[config.mk]
export PLATFORM = sky130hd
export DESIGN_NAME = mano_seq_ctrl_flat
export DESIGN_NICKNAME = d
export VERILOG_FILES = /design/src/rtl/mano_seq_if.sv /design/src/rtl/mano_seq_ctrl.sv /design/src/flat_wrapper.sv
export SDC_FILE = /design/constraint.sdc
export NUM_CORES = 1
export LEC_CHECK = 0
export CAP_MARGIN = 10
export CORE_MARGIN = 2
export CORE_UTILIZATION = 45
export DETAILED_ROUTE_END_ITERATION = 7
export HOLD_SLACK_MARGIN = 0.08
export PLACE_DENSITY = 0.73
export SYNTH_ARGS = -nofsm -noshare
export SYNTH_HDL_FRONTEND = slang
export SYNTH_SLANG_ARGS = --single-unit
[constraint.sdc]
create_clock -name mclk -period 2.23 [get_ports mclk]
set_clock_uncertainty 0.15 [all_clocks]
set_input_delay 0.223 -clock mclk [delete_from_list [all_inputs] [get_ports mclk]]
set_output_delay 0.223 -clock mclk [all_outputs]
set_load 0.1 [all_outputs]
[src/rtl/mano_seq_if.sv]
// Handshake bundle between the Mano sequence controller and its decode/memory side.
// The step_mode wire exists only when MANO_SEQ_SINGLE_STEP_EN is defined.
interface mano_seq_if #(
  parameter int SEQ_W = 3,
  parameter int IRQ_N = 2
);
  logic                    start;
  logic                    seq_clr_req;
  logic                    hlt_req;
  logic                    mem_req;
  logic                    mem_ack;
  logic [IRQ_N-1:0]        irq_flags;
  logic                    ien;
`ifdef MANO_SEQ_SINGLE_STEP_EN
  logic                    step_mode;
`endif
  logic [SEQ_W-1:0]        t;
  logic [(1<<SEQ_W)-1:0]   t_onehot;
  logic                    s_flag;
  logic                    r_flag;
  logic                    stall;
  logic                    inst_done;
  logic                    ien_clr;
  logic                    timeout_err;

  modport master (
`ifdef MANO_SEQ_SINGLE_STEP_EN
    output step_mode,
`endif
    output start, seq_clr_req, hlt_req, mem_req, mem_ack, irq_flags, ien,
    input  t, t_onehot, s_flag, r_flag, stall, inst_done, ien_clr, timeout_err
  );

  modport slave (
`ifdef MANO_SEQ_SINGLE_STEP_EN
    input  step_mode,
`endif
    input  start, seq_clr_req, hlt_req, mem_req, mem_ack, irq_flags, ien,
    output t, t_onehot, s_flag, r_flag, stall, inst_done, ien_clr, timeout_err
  );
endinterface

[src/rtl/mano_seq_ctrl.sv]
// Mano CPU timing-state sequencer: T counter, S/R flags, memory stall and timeout.
// Optional single-step halting is enabled by defining MANO_SEQ_SINGLE_STEP_EN.
module mano_seq_ctrl #(
  parameter int SEQ_W      = 3,
  parameter int MAX_T      = 7,
  parameter int WAIT_MAX   = 15,
  parameter int IRQ_N      = 2,
  parameter int RUN_ON_RST = 1
) (
  input logic       mclk,
  input logic       mrst,
  mano_seq_if.slave bus
);
  localparam int NT   = 1 << SEQ_W;
  localparam int WC_W = $clog2(WAIT_MAX + 1);

  typedef enum logic [1:0] {
    ST_HALT = 2'd0,
    ST_RUN  = 2'd1,
    ST_WAIT = 2'd2
  } state_e;

  localparam logic [SEQ_W-1:0] T_ZERO_C    = {SEQ_W{1'b0}};
  localparam logic [SEQ_W-1:0] T_MAX_C     = SEQ_W'(MAX_T);
  localparam logic [SEQ_W-1:0] T_IRQ_END_C = SEQ_W'(2);
  localparam logic [WC_W-1:0]  WAIT_MAX_C  = WC_W'(WAIT_MAX);
  localparam logic             S_RST_C     = (RUN_ON_RST != 0);
  localparam state_e           ST_RST_C    = (RUN_ON_RST != 0) ? ST_RUN : ST_HALT;

  state_e            state_q, state_d;
  logic [SEQ_W-1:0]  t_q, t_d;
  logic              s_q, s_d;
  logic              r_q, r_d;
  logic [WC_W-1:0]   wait_q, wait_d;
  logic              err_q, err_d;
  logic              done_q, done_d;
  logic              ienclr_q, ienclr_d;

  logic [SEQ_W-1:0]  adv_t_s;
  logic              adv_r_s;
  logic              adv_halt_s;
  logic              adv_done_s;
  logic              adv_ienclr_s;
  logic              step_halt_s;
  logic              to_halt_s;
  logic              stall_s;
  logic [NT-1:0]     onehot_s;

`ifdef MANO_SEQ_SINGLE_STEP_EN
  assign step_halt_s = bus.step_mode & adv_done_s;
`else
  assign step_halt_s = 1'b0;
`endif
  assign to_halt_s = adv_halt_s | step_halt_s;

  // State register
  always_ff @(posedge mclk) begin
    if (mrst) begin
      state_q  <= ST_RST_C;
      t_q      <= T_ZERO_C;
      s_q      <= S_RST_C;
      r_q      <= 1'b0;
      wait_q   <= {WC_W{1'b0}};
      err_q    <= 1'b0;
      done_q   <= 1'b0;
      ienclr_q <= 1'b0;
    end else begin
      state_q  <= state_d;
      t_q      <= t_d;
      s_q      <= s_d;
      r_q      <= r_d;
      wait_q   <= wait_d;
      err_q    <= err_d;
      done_q   <= done_d;
      ienclr_q <= ienclr_d;
    end
  end

  // Non-stalled advance of T; halt beats instruction end, and R masks decode requests
  always_comb begin
    adv_t_s      = t_q + SEQ_W'(1);
    adv_r_s      = r_q;
    adv_halt_s   = 1'b0;
    adv_done_s   = 1'b0;
    adv_ienclr_s = 1'b0;
    if (!r_q && bus.hlt_req) begin
      adv_t_s    = T_ZERO_C;
      adv_halt_s = 1'b1;
      adv_done_s = 1'b1;
    end else if (!r_q && (bus.seq_clr_req || (t_q == T_MAX_C))) begin
      adv_t_s    = T_ZERO_C;
      adv_done_s = 1'b1;
      adv_r_s    = bus.ien & (|bus.irq_flags[IRQ_N-1:0]);
    end else if (r_q && (t_q == T_IRQ_END_C)) begin
      adv_t_s      = T_ZERO_C;
      adv_r_s      = 1'b0;
      adv_done_s   = 1'b1;
      adv_ienclr_s = 1'b1;
    end else begin
      adv_t_s = t_q + SEQ_W'(1);
    end
  end

  // Next-state logic
  always_comb begin
    state_d  = state_q;
    t_d      = t_q;
    s_d      = s_q;
    r_d      = r_q;
    wait_d   = wait_q;
    err_d    = err_q;
    done_d   = 1'b0;
    ienclr_d = 1'b0;
    case (state_q)
      ST_HALT: begin
        t_d = T_ZERO_C;
        if (bus.start) begin
          state_d = ST_RUN;
          s_d     = 1'b1;
          err_d   = 1'b0;
        end else begin
          state_d = ST_HALT;
        end
      end
      ST_RUN: begin
        if (bus.mem_req && !bus.mem_ack) begin
          state_d = ST_WAIT;
          wait_d  = WC_W'(1);
        end else begin
          t_d      = adv_t_s;
          r_d      = adv_r_s;
          done_d   = adv_done_s;
          ienclr_d = adv_ienclr_s;
          s_d      = ~to_halt_s;
          state_d  = to_halt_s ? ST_HALT : ST_RUN;
        end
      end
      ST_WAIT: begin
        if (bus.mem_ack) begin
          t_d      = adv_t_s;
          r_d      = adv_r_s;
          done_d   = adv_done_s;
          ienclr_d = adv_ienclr_s;
          s_d      = ~to_halt_s;
          state_d  = to_halt_s ? ST_HALT : ST_RUN;
          wait_d   = {WC_W{1'b0}};
        end else if (wait_q == WAIT_MAX_C) begin
          // Stuck access: abandon the instruction without an inst_done pulse
          state_d = ST_HALT;
          t_d     = T_ZERO_C;
          s_d     = 1'b0;
          err_d   = 1'b1;
          wait_d  = {WC_W{1'b0}};
        end else begin
          wait_d = wait_q + WC_W'(1);
        end
      end
      default: begin
        state_d = ST_HALT;
        t_d     = T_ZERO_C;
        s_d     = 1'b0;
        wait_d  = {WC_W{1'b0}};
      end
    endcase
  end

  // Output decode
  always_comb begin
    stall_s  = 1'b0;
    onehot_s = {NT{1'b0}};
    case (state_q)
      ST_HALT: begin
        stall_s  = 1'b0;
        onehot_s = {NT{1'b0}};
      end
      ST_RUN: begin
        stall_s  = bus.mem_req & ~bus.mem_ack;
        onehot_s = NT'(1) << t_q;
      end
      ST_WAIT: begin
        stall_s  = ~bus.mem_ack;
        onehot_s = NT'(1) << t_q;
      end
      default: begin
        stall_s  = 1'b0;
        onehot_s = {NT{1'b0}};
      end
    endcase
  end

  assign bus.t           = t_q;
  assign bus.t_onehot    = onehot_s;
  assign bus.s_flag      = s_q;
  assign bus.r_flag      = r_q;
  assign bus.stall       = stall_s;
  assign bus.inst_done   = done_q;
  assign bus.ien_clr     = ienclr_q;
  assign bus.timeout_err = err_q;
endmodule

[src/flat_wrapper.sv]
// flat-port wrapper written by rule: the top's interface ports become plain ports
module mano_seq_ctrl_flat 
#(
  parameter int SEQ_W      = 3,
  parameter int MAX_T      = 7,
  parameter int WAIT_MAX   = 15,
  parameter int IRQ_N      = 2,
  parameter int RUN_ON_RST = 1
)
  (mclk, mrst, bus_start, bus_seq_clr_req, bus_hlt_req, bus_mem_req, bus_mem_ack, bus_irq_flags, bus_ien, bus_t, bus_t_onehot, bus_s_flag, bus_r_flag, bus_stall, bus_inst_done, bus_ien_clr, bus_timeout_err);
  mano_seq_if #(.SEQ_W(SEQ_W), .IRQ_N(IRQ_N)) bus_i ();
  input logic mclk;
  input logic mrst;
  input wire logic [$bits(bus_i.start)-1:0] bus_start;
  input wire logic [$bits(bus_i.seq_clr_req)-1:0] bus_seq_clr_req;
  input wire logic [$bits(bus_i.hlt_req)-1:0] bus_hlt_req;
  input wire logic [$bits(bus_i.mem_req)-1:0] bus_mem_req;
  input wire logic [$bits(bus_i.mem_ack)-1:0] bus_mem_ack;
  input wire logic [$bits(bus_i.irq_flags)-1:0] bus_irq_flags;
  input wire logic [$bits(bus_i.ien)-1:0] bus_ien;
  output wire logic [$bits(bus_i.t)-1:0] bus_t;
  output wire logic [$bits(bus_i.t_onehot)-1:0] bus_t_onehot;
  output wire logic [$bits(bus_i.s_flag)-1:0] bus_s_flag;
  output wire logic [$bits(bus_i.r_flag)-1:0] bus_r_flag;
  output wire logic [$bits(bus_i.stall)-1:0] bus_stall;
  output wire logic [$bits(bus_i.inst_done)-1:0] bus_inst_done;
  output wire logic [$bits(bus_i.ien_clr)-1:0] bus_ien_clr;
  output wire logic [$bits(bus_i.timeout_err)-1:0] bus_timeout_err;
  assign bus_i.start = bus_start;
  assign bus_i.seq_clr_req = bus_seq_clr_req;
  assign bus_i.hlt_req = bus_hlt_req;
  assign bus_i.mem_req = bus_mem_req;
  assign bus_i.mem_ack = bus_mem_ack;
  assign bus_i.irq_flags = bus_irq_flags;
  assign bus_i.ien = bus_ien;
  assign bus_t = bus_i.t;
  assign bus_t_onehot = bus_i.t_onehot;
  assign bus_s_flag = bus_i.s_flag;
  assign bus_r_flag = bus_i.r_flag;
  assign bus_stall = bus_i.stall;
  assign bus_inst_done = bus_i.inst_done;
  assign bus_ien_clr = bus_i.ien_clr;
  assign bus_timeout_err = bus_i.timeout_err;
  mano_seq_ctrl #(.SEQ_W(SEQ_W), .MAX_T(MAX_T), .WAIT_MAX(WAIT_MAX), .IRQ_N(IRQ_N), .RUN_ON_RST(RUN_ON_RST)) u_core (.mclk(mclk), .mrst(mrst), .bus(bus_i));
endmodule
==> results by group <==
Logic synthesis
  – Post-Syn Area: 948 um2
  – Area leader, netlist: dfxtp_1
  – Synth Area per Inst: about 8.2 um2
  – Largest cells by area after synthesis: dfxtp_1 (30%), ha_1 (15%), inv_1 (4.4%)
  – Sequential share of the synthesized area: approximately 30%
  – Yosys reg bits: 14
  – Cell variety after synth: 35
  – Synthesized netlist cell count: roughly 120
  – Synth Flop Type: dfxtp_1
  – EDFF count, synth: 0
  – Yosys Warn Count: 0
  – Ys async rst share: 0%
  – Post-synth top cells: dfxtp_1 (14), ha_1 (11), inv_1 (11), nand2_1 (8)
  – Synth Net Count: around 140
  – Top-count cell post-synth: dfxtp_1
  – Top cell type's share of synthesized area: between 20% and 30%

Power and ir drop
  – Int Power: ~450 uW
  – Max VDD drop: between 0.4 and 0.5 mV
  – Clock power frac: about a quarter
  – Pwr dens: about 530 nW/um2
  – Combinational power share: 36.4%
  – Switch Pwr: between 200 and 300 uW
  – Final Power: between 700 and 800 uW
  – Seq pwr share: 37.8%
  – Switching Share: between 30% and 40%
  – Leak: around 0.00058 uW

Die
  – Die H: about 50 um
  – Die area: around 2500 um2
  – Core area: roughly 2000 um2
  – I/O pins: 27
  – Initial Utilization: a little under half
  – Die Wd: approximately 50 um
  – Core Rows: 16

Place
  – Port bufs: 26
  – Place WS: ~0.41 ns
  – Post-detail-place hpwl: 1.87 mm
  – RePlAce Congestion: roughly 0.84
  – Post-Place Cells: 168

Cells and area
  – Final core utilization: 68.7%
  – N_diodes: 0
  – Layout area overhead: 43.5%
  – Cell Count, Final, Fillers Out: 172
  – Fill cell count: between 150 and 200
  – Layout cells sized above 1: about a quarter
  – # nets final: 167

Worst setup path
  – Crit start category: flip-flop
  – Crit-path cells: inv_1 -> ha_1 -> buf_4 -> and3_1 -> buf_12
  – Bufs and invs on worst path: 3
  – CP delay by family, top: buffers and inverters
  – CP Max Fanout: 11
  – Setup crit end kind: primary output
  – CP max-delay cell: dfxtp_1
  – Setup CP Type: flip-flop to primary output
  – Slowest cell delay on critical path: ~0.42 ns
  – Arrival time worst endpoint: between 1.5 and 2 ns
  – WP data required: 1.86 ns

Clock network
  – Root Driver: clkbuf_4
  – Clock transition at path regs: roughly 0.09 ns
  – Clock sinks: 14
  – Hold buffer count at cts: 0
  – Clock buffer depth: 2
  – Post-CTS Resized: 0
  – CTS Buf Count: 3
  – CTS tree: yes
  – H-tree level count: 1
  – Clk Latency, worst-skew pair: just under 0.3 ns
  – Setup Buffers After CTS: 0

Timing
  – Max_slew headroom: 80.3%
  – Slew of the pin with the lowest slew margin: between 0.2 and 0.3 ns
  – Setup ws final: approximately 0.12 ns
  – Final min period: ~2.1 ns
  – Fmax achieved: ~470 MHz
  – Setup violations, final: 0
  – Fin. max-slew vios: 0
  – RSZ-0062 raised after global routing: no
  – Tcrit/Tclk final: between 90% and 100%
  – Setup TNS: 0 ns
  – Final-report hold violation count: 0

Drt
  – DRC viols: 0
  – DR vias/cell: 5.43
  – Via count: roughly 930
  – DRT antenna net count: 0
  – First drt pass iteration count: 4
  – DRT iter0 DRCs: 44
  – Wirelength per Cell: ~14 um
  – WL final: around 2.3 mm

Flow run
  – Maxcap violations: 0

GRT
  – Vias in the first global route: 827
  – Largest net degree at the start of global routing: 12
  – Total grt overflow: 0
  – Total GRT Usage: 20.0%
  – Antenna violations before repair: 0
  – First-pass GRT wire length: 3.75 mm

Status
  – Status: finished clean

Hold path
  – Hold crit path type: input pin to flip-flop
-- layer usage --
layer | global-route usage [%] | vias to the layer above | wire length (um)
li1 | - | 474 | -
met4 | 4.17 | 0 | 10
met1 | 26.6 | 429 | 1130
met3 | 5.45 | 2 | 129
met2 | 32.2 | 29 | 1080
met5 | 0 | - | 0
-- placed cells by master (no fill, tap or decap), drive strengths merged, types with 2 or more instances in the layout --
cell and n:
nor3 2, nand4 4, and2 5, nor2 8
nand2 8, a31oi 2, ha 11, buf 18
o21ai 5, clkdlybuf4s50 9, nor2b 3, a21o 2
dfxtp 14, a21oi 10, nand3 4, inv 11
o22ai 3, nand2b 5, clkbuf 4, nor4 2
and3 4
-- worst register-to-register path, cell delays in order (launching register included) --
cell and delay [ns]:
dfxtp_1 0.42, inv_1 0.09, ha_1 0.35, buf_4 0.19, nand2b_1 0.09, nor2_1 0.13
nand3_1 0.15, o22ai_1 0.18
-- flip-flops by register name, summed over array words and instances (netlist names) --
| signal | count |
|---|---|
| u_core.bus.r_flag | 1 |
| u_core.wait_q | 4 |
| u_core.state_q | 2 |
| u_core.bus.inst_done | 1 |
| u_core.bus.s_flag | 1 |
| u_core.bus.timeout_err | 1 |
| u_core.bus.ien_clr | 1 |
| u_core.bus.t | 3 |
-- logic make-up (layout without fill, tap and decap cells) --
logic type	after synthesis	count (layout)	synth area share (%)
AOI/OAI and AO/OA	28	28	21.1
adders and majority gates	11	11	14.5
buffers and inverters	13	42	5.15
DFF	14	14	29.6
muxes	1	1	1.06
and+or+nand+nor	49	49	28.6
-- power groups by stage --
stage          Combinational [uW]  Sequential (uW)  Clock [uW]
3_5_place_dp                  257              277           0
2_1_floorplan                 136              317           0
3_3_place_gp                  255              276           0
4_1_cts                       258              271         192
5_1_grt                       277              273         203
6_report                      261              271         186
-- final cells by class --
| class | count | area (um2) | area share [%] |
|---|---|---|---|
| repair buffers | 27 | 338 | 24.8 |
| multi-input cells | 89 | 628 | 46.1 |
| inverters | 11 | 41.3 | 3.03 |
| flip-flops and latches | 14 | 284 | 20.9 |
| clock buffers | 4 | 36.3 | 2.67 |
| well taps | 27 | 33.8 | 2.48 |
-- worst paths after layout --
path                                   from  slack (ns)                             end  cells after the start
min                                 bus_ien        0.35  u_core.bus.r_flag$_SDFFE_PP0P_                      3
max reg2reg  u_core.state_q[0]$_SDFFE_PP1N_        0.41    u_core.bus.t[2]$_SDFFE_PP0P_                      7
min reg2reg    u_core.bus.t[0]$_SDFFE_PP0P_        0.35    u_core.bus.t[0]$_SDFFE_PP0P_                      1
max          u_core.state_q[0]$_SDFFE_PP1N_        0.12                 bus_t_onehot[6]                      5
-- metrics by stage --
| stage | hold WS, ns | cell area, um2 |
|---|---|---|
| global route | 0.365 | 1360 |
| detailed placement | 0.341 | 1320 |
| global placement | 0.311 | 1320 |
| floorplan | 0.206 | 953 |
| CTS | 0.344 | 1350 |
| finish | 0.346 | 1360 |
No activity file was read; power rests on OpenSTA's default activity.
